===== config.mk =====
export PLATFORM = sky130hd
export DESIGN_NAME = fifo_guarded
export DESIGN_NICKNAME = d
export VERILOG_FILES = /design/src/rtl/fifo_guarded.sv
export SDC_FILE = /design/constraint.sdc
export NUM_CORES = 1
export LEC_CHECK = 0
export ABC_CLOCK_PERIOD_IN_PS = 2350
export CORE_MARGIN = 5
export CORE_UTILIZATION = 35
export DETAILED_ROUTE_END_ITERATION = 8
export PLACE_DENSITY = 0.56
export SLEW_MARGIN = 20
export SYNTH_ARGS = -nofsm -noshare
export SYNTH_HDL_FRONTEND = slang
export SYNTH_SLANG_ARGS = --single-unit

===== constraint.sdc =====
create_clock -name clk -period 2.35 [get_ports clk]
set_input_delay 0.3525 -clock clk [delete_from_list [all_inputs] [get_ports clk]]
set_output_delay 0.3525 -clock clk [all_outputs]
set_load 0.005 [all_outputs]

===== src/rtl/fifo_guarded.sv =====
// fifo_guarded: single-clock FIFO with guarded pointers, occupancy count,
// sticky overflow/underflow flags, registered threshold flags and an optional
// first-word-fall-through read mode. The RAM is read through a registered read
// port (stage p1). That port feeds the output register (stage p2).
module fifo_guarded #(
  parameter int WIDTH   = 16,
  parameter int DEPTH   = 16,
  parameter int A_EMPTY = 2,
  parameter int A_FULL  = 2,
  parameter int FWFT    = 0
) (
  input  logic                     clk,
  input  logic                     rst,
  input  logic                     we,
  input  logic [WIDTH-1:0]         dataIn,
  input  logic                     re,
  output logic [WIDTH-1:0]         dataOut,
  output logic                     data_valid,
  output logic                     full_flag,
  output logic                     almost_full,
  output logic                     empty_flag,
  output logic                     almost_empty,
  output logic [$clog2(DEPTH):0]   count,
  output logic                     overflow,
  output logic                     underflow,
  input  logic                     clr_err
);

  localparam int AW = $clog2(DEPTH);
  localparam int CW = AW + 1;
  localparam logic [AW:0] DEPTH_C = CW'(DEPTH);
  localparam logic [AW:0] AE_TH   = CW'(A_EMPTY);
  localparam logic [AW:0] AF_TH   = CW'(DEPTH - A_FULL);

  logic [WIDTH-1:0] mem [DEPTH];
  logic [WIDTH-1:0] ram_rdata_p1;

  logic [AW:0]      front_q, front_d;
  logic [AW:0]      back_q, back_d;
  logic [AW:0]      count_q, count_d;
  logic             full_q, full_d;
  logic             afull_q, afull_d;
  logic             empty_q, empty_d;
  logic             aempty_q, aempty_d;
  logic             ovf_q, ovf_d;
  logic             udf_q, udf_d;
  logic             vld_p1_q, vld_p1_d;
  logic             vld_p2_q, vld_p2_d;
  logic [WIDTH-1:0] dout_p2_q, dout_p2_d;

  logic             wr_acc;
  logic             rd_en;
  logic             rd_err;
  logic             consume;
  logic             move;

  // Acceptance, prefetch control and next-state for pointers, count and flags.
  always_comb begin
    wr_acc  = we && !full_q;
    rd_en   = 1'b0;
    rd_err  = 1'b0;
    consume = 1'b0;
    move    = 1'b0;

    if (FWFT != 0) begin
      // Head word is acknowledged out of the output register; the RAM read
      // port prefetches whenever its slot is free or draining this edge.
      consume = re && vld_p2_q;
      rd_err  = re && !vld_p2_q;
      move    = vld_p1_q && (!vld_p2_q || consume);
      rd_en   = (front_q != back_q) && (!vld_p1_q || move);
    end else begin
      consume = re && !empty_q;
      rd_err  = re && empty_q;
      move    = vld_p1_q;
      rd_en   = consume;
    end

    front_d = rd_en  ? front_q + CW'(1) : front_q;
    back_d  = wr_acc ? back_q + CW'(1)  : back_q;

    count_d = count_q;
    if (wr_acc && !consume) begin
      count_d = count_q + CW'(1);
    end else if (!wr_acc && consume) begin
      count_d = count_q - CW'(1);
    end

    // Flags are computed from the post-edge count so they never lag it.
    full_d   = (count_d == DEPTH_C);
    afull_d  = (count_d >= AF_TH);
    empty_d  = (count_d == '0);
    aempty_d = (count_d <= AE_TH);

    // A new error on the same edge as clr_err keeps the flag set.
    ovf_d = (ovf_q && !clr_err) || (we && full_q);
    udf_d = (udf_q && !clr_err) || rd_err;

    vld_p1_d = rd_en || (vld_p1_q && !move);

    if (FWFT != 0) begin
      vld_p2_d = move ? 1'b1 : (consume ? 1'b0 : vld_p2_q);
    end else begin
      vld_p2_d = vld_p1_q;
    end
    dout_p2_d = move ? ram_rdata_p1 : dout_p2_q;
  end

  // RAM write port; guarded pointers keep it off the address being read.
  always_ff @(posedge clk) begin
    if (wr_acc && !rst) begin
      mem[back_q[AW-1:0]] <= dataIn;
    end
  end

  // --- stage p1: registered RAM read port (holds while the p2 slot is busy)
  always_ff @(posedge clk) begin
    if (rd_en) begin
      ram_rdata_p1 <= mem[front_q[AW-1:0]];
    end
  end

  // Control state and output register; reset discards every stored word.
  always_ff @(posedge clk) begin
    if (rst) begin
      front_q   <= '0;
      back_q    <= '0;
      count_q   <= '0;
      full_q    <= 1'b0;
      afull_q   <= 1'b0;
      empty_q   <= 1'b1;
      aempty_q  <= 1'b1;
      ovf_q     <= 1'b0;
      udf_q     <= 1'b0;
      vld_p1_q  <= 1'b0;
      vld_p2_q  <= 1'b0;
      dout_p2_q <= '0;
    end else begin
      front_q   <= front_d;
      back_q    <= back_d;
      count_q   <= count_d;
      full_q    <= full_d;
      afull_q   <= afull_d;
      empty_q   <= empty_d;
      aempty_q  <= aempty_d;
      ovf_q     <= ovf_d;
      udf_q     <= udf_d;
      vld_p1_q  <= vld_p1_d;
      // --- stage p2: output register
      vld_p2_q  <= vld_p2_d;
      dout_p2_q <= dout_p2_d;
    end
  end

  assign dataOut      = dout_p2_q;
  assign data_valid   = vld_p2_q;
  assign full_flag    = full_q;
  assign almost_full  = afull_q;
  assign empty_flag   = empty_q;
  assign almost_empty = aempty_q;
  assign count        = count_q;
  assign overflow     = ovf_q;
  assign underflow    = udf_q;

endmodule


==> flow_summary.toml <==
[drt]
met2_length_mm = 11.1
drc_errors = 0
drt_iter0_drc = 438
ant_nets = 0
vias_per_cell = 4.88
wl_met3_mm = 1.20
drt-total-wl_mm = 23.0
dr.pass1.iters = 4
wl_per_cell_um = 20.4
via_count = 5495
wl_met1_mm = 10.4
top_layer = "met4"

[min_path]
hold_end = "overflow"
min_path_cells = 4
hold_start = "clr_err"
hold_path.class = "in2reg"

[timing]
post-route-period-util_pct = 89.4
max_freq_mhz = 476
holdWs_ns = 0.459
period_needed_ns = 2.10
hold_violations = 0
slew_headroom_pct = 57.4
tightest_slew_ns = 0.637
rsz0062_at_grt = "false"
tns_ns = 0
setup_violations = 0
slew_violations = 0
skew_ns = 0.00979

[global_route]
grt_max_degree = 68
grtUsageTotal_pct = 12.3
first_global_vias = 5974
grt_remaining_overflow = 0
grt_pass1_wl_mm = 36.3
antenna_found_initial = 0

[die]
start_util_pct = 35.4
top_level_ports = 49
die_area_mm2 = 0.0377
core-area_mm2 = 0.0334
die_h_um = 194
rows = 67
die_w_um = 194

[worst_setup_path]
cp_cell_sequence = "buf_12 -> mux4_1 -> mux4_2"
worst_setup_path_start_kind = "flip-flop"
timing.rr.end = "ram_rdata_p1[13]"
endpoint_kind = "flip-flop"
crit_required_ns = 2.62
r2r_cells = 3
cp_slowest_stage_delay_ns = 0.64
crit_arrival_ns = 2.37
rrSetupSlack_ns = 0.25
path_buf_inv = 1
cpLargestDelayFamily = "multiplexers"
cp_slowest_cell = "mux4_1"
crit_path_max_fanout = 30
rr_startpoint = "front_q[0]"
crit_start = "front_q[0]"
path_class = "reg2reg"

[cts]
htree_num_levels = 1
cts.clk_slew.worst_paths_ns = 0.06
cts_buffers = 30
clock_sinks = 309
insertion_delay_ns = 0.54
cts_buffer_depth = 3
cts_hold_buf = 0
post_cts_buffers = 0
cts_tree = "built"
cts_root_buf = "clkbuf_16"
cts_resized = 0

[synth]
yosys_warnings = 0
synth_nets = 588
synth_top_area_share_pct = 68.9
synth_cells = 560
synthesis.area_mm2 = 0.0119
ys_types = 43
ys_ff_latch = 309
yosys-top-cells-area = "edfxtp_1 (69%), mux4_2 (13%), dfxtp_1 (6.2%), mux4_1 (2.9%), nor2_1 (1.5%)"
post-synth-top-area-cell = "edfxtp_1"
yosysSeqAreaShare_pct = 75.1
syn_area_per_cell_um2 = 21.2

[layout]
layout_common_cells = "edfxtp_1 (272), mux4_2 (67), clkdlybuf4s50_1 (48)"
diodes = 0
utilization_pct = 42.3
synthToLayoutAreaGrowth_pct = 19.3
instances_no_fill = 1126
drive_gt1_share_pct = 24.3
nets = 682
final_common_cell = "edfxtp_1"
n_fill_cell = 2841

[placement]
dp_cells = 1070
dpl.hpwl_mm = 15.2
io_buffer_count = 48
gp_congestion = 0.858

[status]
outcome = "complete, no violations"

[flow_run]
maxCapViolations = 0

[power]
ir_worst_vdd_v = 0.000567
powerDensity_mw_per_mm2 = 900
leakage_nw = 4.48
-- registers in the layout (all words and copies together) (netlist names) --
register      count
mem             256
full_flag         1
overflow          1
dataOut          16
almost_full       1
almost_empty      1
move              1
data_valid        1
count             5
back_q            4
ram_rdata_p1     16
underflow         1
front_q           4
empty_flag        1
-- report_power, final --
| group | leakage, nW | internal, mW | switching (mW) |
|---|---|---|---|
| Clock | 0.537 | 3.27 | 1.93 |
| Sequential | 2.76 | 6.14 | 0.0850 |
| Combinational | 1.19 | 0.670 | 0.620 |
-- worst reg2reg max path, stage by stage, from the launching register on --
cell     delay (ns)
dfxtp_4        0.38
buf_12         0.24
mux4_1         0.68
mux4_2         0.54
-- cells in the mapped netlist, drive strengths merged --
library cell  number
o21a               2
clkbuf             7
inv                8
buf               20
mux2i             17
a31o               1
or3                1
nor4               4
o21ai              2
nand3              1
and3               3
a21oi              2
nor2              47
ha                 7
or2                2
nand4              2
mux4              80
nand2b             3
nand2             13
edfxtp           272
nor3               7
nand3b             2
a21o               1
xor2               4
and4               2
nor2b              2
a211oi             2
a21boi             1
xnor2              4
a22oi              2
dfxtp             37
maj3               2
-- worst max-delay path by stage --
| stage | endpoint | depth (start not counted) |
|---|---|---|
| after global placement | almost_empty | 6 |
| after floorplan | mem[0][0] | 3 |
| final | ram_rdata_p1[13] | 3 |
| after CTS | ram_rdata_p1[13] | 3 |
| after detailed placement | full_flag | 6 |
| after global routing | ram_rdata_p1[13] | 3 |
-- layout make-up --
| cell class | instances | area, um^2 | area share (%) |
|---|---|---|---|
| flip-flops and latches | 309 | 8910 | 63.0 |
| repair buffers | 89 | 826 | 5.84 |
| clock inverters | 23 | 318 | 2.25 |
| multi-input cells | 216 | 2710 | 19.2 |
| clock buffers | 33 | 783 | 5.54 |
| inverters | 8 | 30.0 | 0.212 |
| well taps | 448 | 561 | 3.96 |
-- cell families (layout without fill, tap and decap cells) --
| group | Yosys count | after routing | synth area share (%) |
|---|---|---|---|
| DFF | 309 | 309 | 75.1 |
| muxes | 97 | 97 | 17.0 |
| and+or+nand+nor | 89 | 89 | 3.58 |
| buffers and inverters | 35 | 153 | 1.99 |
| AOI/OAI and AO/OA | 13 | 13 | 0.749 |
| adders and majority gates | 9 | 9 | 0.908 |
| xor gates and xnor gates | 8 | 8 | 0.591 |
-- per-stage QoR --
stage | power, mW | setup slack [ns] | area [um^2]
floorplan | 7.19 | 0.354 | 11900
global placement | 7.61 | 0.175 | 13000
detailed placement | 7.66 | 0.148 | 13000
CTS | 12.9 | 0.237 | 14100
global route | 13.2 | 0.199 | 14100
finish | 12.7 | 0.249 | 14100
-- layer usage --
layer	GRT usage, %	vias to the layer above
li1	-	2473
met1	17.4	2867
met2	20.2	138
met3	2.07	17
met4	2.55	0
met5	0	-
No activity file was read; power rests on OpenSTA's default activity.
